[config.mk]
export PLATFORM = sky130hd
export DESIGN_NAME = comp2_serial_unit
export DESIGN_NICKNAME = d
export VERILOG_FILES = /design/src/rtl/comp2_pkg.sv /design/src/rtl/comp2_slice.sv /design/src/rtl/comp2_serial_unit.sv
export SDC_FILE = /design/constraint.sdc
export NUM_CORES = 1
export LEC_CHECK = 0
export CAP_MARGIN = 20
export CORE_ASPECT_RATIO = 1.75
export CORE_MARGIN = 4
export CORE_UTILIZATION = 25
export DETAILED_ROUTE_END_ITERATION = 16
export GPL_TIMING_DRIVEN = 0
export PLACE_DENSITY = 0.57
export SYNTH_ARGS = -nofsm -noshare
export SYNTH_HDL_FRONTEND = slang
export SYNTH_SLANG_ARGS = --single-unit
[constraint.sdc]
create_clock -name clk -period 1.3 [get_ports clk]
set_clock_uncertainty 0.1 [all_clocks]
set_input_delay 0.39 -clock clk [delete_from_list [all_inputs] [get_ports clk]]
set_output_delay 0.39 -clock clk [all_outputs]
set_load 0.03 [all_outputs]
[src/rtl/comp2_pkg.sv]
// Shared types and constants for the bit-serial two's-complement unit.
package comp2_pkg;

    typedef enum logic [1:0] {
        IDLE = 2'd0,
        RUN  = 2'd1,
        DONE = 2'd2
    } state_t;

    localparam logic MODE_NEG = 1'b0;
    localparam logic MODE_ABS = 1'b1;

endpackage

[src/rtl/comp2_slice.sv]
// Copy-until-first-one-then-invert ripple over BPC bits, LSB first.
module comp2_slice #(
    parameter int BPC = 1
) (
    input  logic [BPC-1:0] bits,
    input  logic           seen_in,
    input  logic           inv,
    output logic [BPC-1:0] res,
    output logic           seen_out
);

    always_comb begin
        logic seen;
        seen = seen_in;
        res  = '0;
        for (int i = 0; i < BPC; i++) begin
            res[i] = bits[i] ^ (seen & inv);
            seen   = seen | bits[i];
        end
        seen_out = seen;
    end

endmodule

[src/rtl/comp2_serial_unit.sv]
// Sequential negate / absolute-value unit: WIDTH-bit word in, result
// produced BPC bits per cycle LSB-first, overflow flagged for the most-negative input.
module comp2_serial_unit
    import comp2_pkg::*;
#(
    parameter int WIDTH = 8,
    parameter int BPC   = 1
) (
    input  logic             clk,
    input  logic             rst_n,
    input  logic             in_valid,
    output logic             in_ready,
    input  logic [WIDTH-1:0] in_data,
    input  logic             in_mode,
    output logic             out_valid,
    input  logic             out_ready,
    output logic [WIDTH-1:0] out_data,
    output logic             out_ovf
);

    localparam int NBEATS = WIDTH / BPC;
    localparam int CW     = (NBEATS > 1) ? $clog2(NBEATS) : 1;
    localparam logic [WIDTH-1:0] MOST_NEG = {1'b1, {(WIDTH-1){1'b0}}};

    generate
        if (WIDTH < 2 || (WIDTH % BPC) != 0) begin : g_bad_params
            $error("comp2_serial_unit: WIDTH must be >= 2 and a multiple of BPC");
        end
    endgenerate

    state_t               state_q, state_d;
    logic [WIDTH-1:0]     sh_q, res_q;
    logic                 inv_q, seen_q, ovf_q;
    logic [CW-1:0]        beat_q;
    logic [BPC-1:0]       slice_res;
    logic                 slice_seen;
    logic                 accept, last_beat, inv_d;
    logic [WIDTH+BPC-1:0] res_cat;

    assign in_ready  = (state_q == IDLE);
    assign out_valid = (state_q == DONE);
    assign out_data  = res_q;
    assign out_ovf   = ovf_q;

    assign accept    = in_valid & in_ready;
    assign last_beat = (beat_q == CW'(NBEATS - 1));
    assign inv_d     = (in_mode == MODE_NEG) | in_data[WIDTH-1];
    // New result bits enter from the MSB side; older bits move toward the LSB.
    assign res_cat   = {slice_res, res_q};

    comp2_slice #(.BPC(BPC)) u_slice (
        .bits     (sh_q[BPC-1:0]),
        .seen_in  (seen_q),
        .inv      (inv_q),
        .res      (slice_res),
        .seen_out (slice_seen)
    );

    always_ff @(posedge clk or negedge rst_n) begin
        if (!rst_n) state_q <= IDLE;
        else        state_q <= state_d;
    end

    always_comb begin
        state_d = state_q;
        case (state_q)
            IDLE:    if (accept)    state_d = RUN;
            RUN:     if (last_beat) state_d = DONE;
            DONE:    if (out_ready) state_d = IDLE;
            default:                state_d = IDLE;
        endcase
    end

    always_ff @(posedge clk or negedge rst_n) begin
        if (!rst_n) begin
            sh_q   <= '0;
            res_q  <= '0;
            inv_q  <= 1'b0;
            seen_q <= 1'b0;
            ovf_q  <= 1'b0;
            beat_q <= '0;
        end else if (accept) begin
            sh_q   <= in_data;
            inv_q  <= inv_d;
            seen_q <= 1'b0;
            ovf_q  <= inv_d & (in_data == MOST_NEG);
            beat_q <= '0;
        end else if (state_q == RUN) begin
            sh_q   <= sh_q >> BPC;
            res_q  <= res_cat[WIDTH+BPC-1:BPC];
            seen_q <= slice_seen;
            beat_q <= beat_q + CW'(1);
        end
    end

endmodule

### Word level (Yosys, flattened, before mapping)

Cells that the tools add are included.
W data, S select, Z words.

* shift operators: 0
* $mul: 0
* multiplexer cells: 10
* bitwise operators: 8
* magnitude comparators: 0
* equal/unequal tests: 7
* divide/modulo/power cells: 0
* reduce and logical (&&, ||, !) cells: 4
* add/sub/neg operators: 1

Operator list (count)
* $mux W8: 2
* $eq A8 B8 Y1 const B: 1
* $mux W2: 3
* $mux W3: 2
* $pmux W2 S3: 1
* $ne A2 B1 Y1 const B: 2
* $add A3 B1 Y3 const B: 1
* $and A1 B1 Y1: 3
* $eq A3 B3 Y1 const B: 1
* $reduce_and A3 Y1: 1
* $eq A2 B1 Y1 const B: 1
* $eq A2 B2 Y1 const B: 1
* $logic_not A2 Y1: 1
* $mux W1: 2
* $ne A2 B2 Y1 const B: 1
* $not A1 Y1: 2
* $or A1 B1 Y1: 2
* $reduce_and A2 Y1: 1
* $reduce_bool A2 Y1: 1
* $xor A1 B1 Y1: 1

* bits in read-only memories: 0
* latch bits: 0
* bits of input ports: 13
* output and inout bits: 11
* bits in writable memories: 0
* logic and storage cells: 37
* register bits after elaboration: 24
* memories kept: 0

### Logic depth before layout (Yosys ltp)

* word-level depth: 4
* mapped depth: 5
* depth with buffers taken out: 4

### Cells and area by module

A second synthesis with hierarchy kept.

* cell total of the unflattened synthesis: 109
* area total of the unflattened synthesis: 1053.5 µm²

By module, submodules not included
* comp2_serial_unit: area an instance 1034.7 µm², times used 1, cells each 106, sequential area each 600.6 µm²
* comp2_slice: area an instance 18.8 µm², times used 1, cells each 3, sequential area each 0.0 µm²

### Least setup slack after synthesis

Ideal clock, no wire load.

* path kind: reg2reg
* start point: register state_q[0]
* end point: register seen_q
* path buffers: 0
* path slack: -126 ps
* setup time: 121 ps
* clock period less this slack: 1426 ps
* cell stages (with the launch flop): 4
* data required time: 1079 ps
* data arrival time: 1206 ps
* cell sequence: dfrtp_1 > nor2_1 > nand2_1 > a22o_1

* cells in the longest elaborated chain, start to end: 3
* elaborated cells on any way between the ends: 5
* classes of those cells: eq/ne (1); mux (1); bitwise (1); reduce/logical (2)

Ends and longest elaborated chain
* start, declared: line comp2_serial_unit.sv:31 `state_t state_q, state_d;`
* start signal, assigned: line comp2_serial_unit.sv:61 `else state_q <= state_d;`
* $logic_not A2 Y1 (*): line comp2_serial_unit.sv:40 `assign in_ready = (state_q == IDLE);`
* via in_ready: line comp2_serial_unit.sv:12 `output logic in_ready,`
* $and A1 B1 Y1 (*): line comp2_serial_unit.sv:45 `assign accept = in_valid & in_ready;`
* $mux W1 or $reduce_bool A2 Y1 (tied branches)
* end signal, assigned: line comp2_serial_unit.sv:91 `seen_q <= slice_seen;`
* end, declared: line comp2_serial_unit.sv:33 `logic inv_q, seen_q, ovf_q;`

Mark *: on every way through the listed nets, which the timed path passes. The rest lies on a longest branch.
A chain may end at the register's enable or synchronous reset.

### Worst setup path after layout

* start point: register state_q[0]
* end point: output port out_valid

* cells in the longest elaborated chain, start to end: 1

Ends and longest elaborated chain
* $eq A2 B2 Y1: line comp2_serial_unit.sv:41 `assign out_valid = (state_q == DONE);`
* end, declared: line comp2_serial_unit.sv:15 `output logic out_valid,`

No other way between the ends.

==> impl_metrics.json <==
{
  "die_area_um2": 5220,
  "synth_top_family_by_area": "simple AND/OR/NAND/NOR gates",
  "synthMuxAreaShare_pct": 0,
  "setup_viol": 22,
  "synth-compound-area-share_pct": 11.6,
  "cts.sinks": 24,
  "io_pins": 24,
  "port_buffers": 23,
  "syn_nets": 121,
  "cts-hold-fix-buffers": 0,
  "crit_slowest_cell": "dfrtp_2",
  "ctsLongestPathBuffers": 2,
  "regArea_um2": 603,
  "dp_cells": 177,
  "slowest_delay_ns": 0.47,
  "reg2reg_depth": 5,
  "synth_top_cell_by_area": "dfrtp_1",
  "seq_area_frac_synth_pct": 58.7,
  "yosys-top-cells-area": "dfrtp_1, nand2_1, a22oi_1, ha_1, o21ai_0",
  "synth_xor_area_share_pct": 0.856,
  "slew_violations": 0,
  "initial_core_util_pct": 26.2,
  "cp.buffers_inverters": 1,
  "multi_input_area_um2": 447,
  "arrival_ns": 0.99,
  "ff2ff_setup_slack_ns": -0.12,
  "fp.coreArea_um2": 3900,
  "synth.most_common_cell": "nand2_1",
  "drive_above_1_share_pct": 31.4,
  "gp_congestion": 0.748,
  "track_usage_pct": 8.81,
  "p_per_area_nw_per_um2": 2280,
  "violations": "negative hold slack, negative setup slack",
  "critPathTopFamily": "flip-flops",
  "synth_seq_cells": 24,
  "drt_iter0_markers": 9,
  "worstReg2RegStart": "state_q[0]$_DFFE_PN0P_",
  "hold_class": "primary input to asynchronous set/reset pin",
  "nNetsFinal": 170,
  "cts_made_buffers": 3,
  "yosysWarningCount": 0,
  "p_leak_nw": 0.804,
  "fin_cells": 201,
  "path_class": "flop to output pin",
  "postSynth.asyncResetShare_pct": 100,
  "grt_antenna_before_repair": 0,
  "hold_slack_ns": -0.00252,
  "hpwlAfterDp_um": 1630,
  "synthAdderAreaFrac_pct": 2.44,
  "hold_viol": 4,
  "via_per_inst": 4.46,
  "total_power_mw": 3.71,
  "finalCriticalPeriod_ns": 1.48,
  "place_area_um2": 1310,
  "avgSynthCellArea_um2": 9.66,
  "r2r-end": "inv_q$_DFFE_PN0P_",
  "syn_inst": 106,
  "grt_setup_unrepaired": "true",
  "critical_path.max_fanout": 5,
  "ys.flop_type": "dfrtp_1",
  "path_clk_slew_ns": 0.08,
  "routed_wirelength_um": 2330,
  "area_growth_pct": 58.8,
  "ys_types": 20,
  "die_w_um": 56.4,
  "timing.fmax_mhz": 676,
  "grt_first_pass_wirelength_um": 3740,
  "vias": 896,
  "cp_cell_sequence": "nor2b_4 > buf_6",
  "ant_nets": 0,
  "h-tree-depth": 1,
  "wl_per_cell_um": 11.6,
  "ir_worst_vdd_uv": 1190,
  "synth_common_cells": "nand2_1, dfrtp_1, a22oi_1",
  "slew_headroom_pct": 77.6,
  "drt_pass1_iterations": 4,
  "yosys.area_share.simple_pct": 22.9,
  "cts.root.buffer_cell": "clkbuf_8",
  "synth_area_um2": 1020,
  "period_share_pct": 114,
  "grt_pass1_vias": 905,
  "yosys.area.top_type_share_pct": 58.7,
  "maxCapViolCount": 0,
  "tightestPinTransition_ns": 0.335,
  "nFillCells": 403,
  "start_kind": "flop",
  "fp-row-count": 30,
  "cts_tree": "done",
  "outcome": "complete, but fails checks",
  "postLayoutCellArea_um2": 1630,
  "antenna_cells": 0,
  "worst_setup_path_end_kind": "output pin",
  "synth_edf_count": 0,
  "grt_start_max_net_pins": 25,
  "postLayoutSetupSlackWorst_ns": -0.179,
  "drcViolationCount": 0,
  "die_h_um": 92.6,
  "overflow": 0,
  "clk_latency_ns": 0.25,
  "critPathRequiredTime_ns": 0.81
}
-- cells in the final DEF (no fill, tap or decap), types with 2 or more instances in the layout --
cell and count:
nand2_1 45, dfrtp_1 22, buf_6 17, buf_4 16
clkdlybuf4s50_1 10, a22oi_1 6, o21ai_1 4, nor2b_4 3
o21ai_0 3, inv_1 3, clkbuf_8 3, a22o_1 2
ha_1 2, dfrtp_2 2
-- sequential cells by signal, indices dropped and copies added (netlist names) --
name      count
seen_q        1
sh_q          8
beat_q        3
inv_q         1
out_ovf       1
out_data      8
state_q       2
-- cells by family after synthesis --
kind of cell | count (synthesis)
and+or+nand+nor | 54
DFF | 24
AOI/OAI and AO/OA | 18
xor gates and xnor gates | 1
buffers and inverters | 7
adders and majority gates | 2
-- layer usage --
metal	GRT usage [%]	part of all wire [%]
met5	0	0
met4	2.38	0
met3	1.39	5.4
met2	18.5	58
met1	8.37	37
-- timing repair --
item / in CTS / in global routing
pin swaps: 2 / 0
gates cloned: 2 / 1
resized for setup: 99 / 5
setup endpoints to repair: 52 / 31
setup buffers: 13 / 5
-- stage by stage --
step	hold WS (ns)	TNS [ns]	utilization [%]	worst slack (ns)
floorplan	-0.00559	-0.363	-	-0.126
global placement	0.361	-21.08	33.7	-0.544
detailed placement	0.371	-21.35	33.7	-0.580
CTS	0.331	-1.31	39.3	-0.193
global route	0.000368	-2.61	41.6	-0.222
finish	-0.00252	-1.38	41.6	-0.179
-- report_power, final --
part	total (mW)	leakage (nW)	switching (mW)	internal (mW)
Sequential	1.29	0.299	0.224	1.07
Clock	0.410	0.0216	0.204	0.206
Combinational	2.01	0.483	0.991	1.02
Total	3.71	0.804	1.42	2.29
-- cell type report --
class | instances | area share, %
inverters | 3 | 0.693
multi-input cells | 76 | 27.5
well taps | 48 | 3.70
repair buffers | 44 | 26.4
clock buffers | 3 | 2.54
flip-flops and latches | 24 | 37.1
plain buffers | 3 | 2.08
-- worst max-delay path by stage --
stage | from | endpoint | depth (start not counted)
after floorplan | state_q[0]$_DFFE_PN0P_ | seen_q$_DFFE_PN0P_ | 3
after global placement | in_valid | out_ovf$_DFFE_PN0P_ | 5
after detailed placement | in_valid | out_ovf$_DFFE_PN0P_ | 5
after CTS | state_q[0]$_DFFE_PN0P_ | out_valid | 2
after global routing | state_q[0]$_DFFE_PN0P_ | out_valid | 2
final | state_q[0]$_DFFE_PN0P_ | out_valid | 2
(Power assumes the default switching activity.)
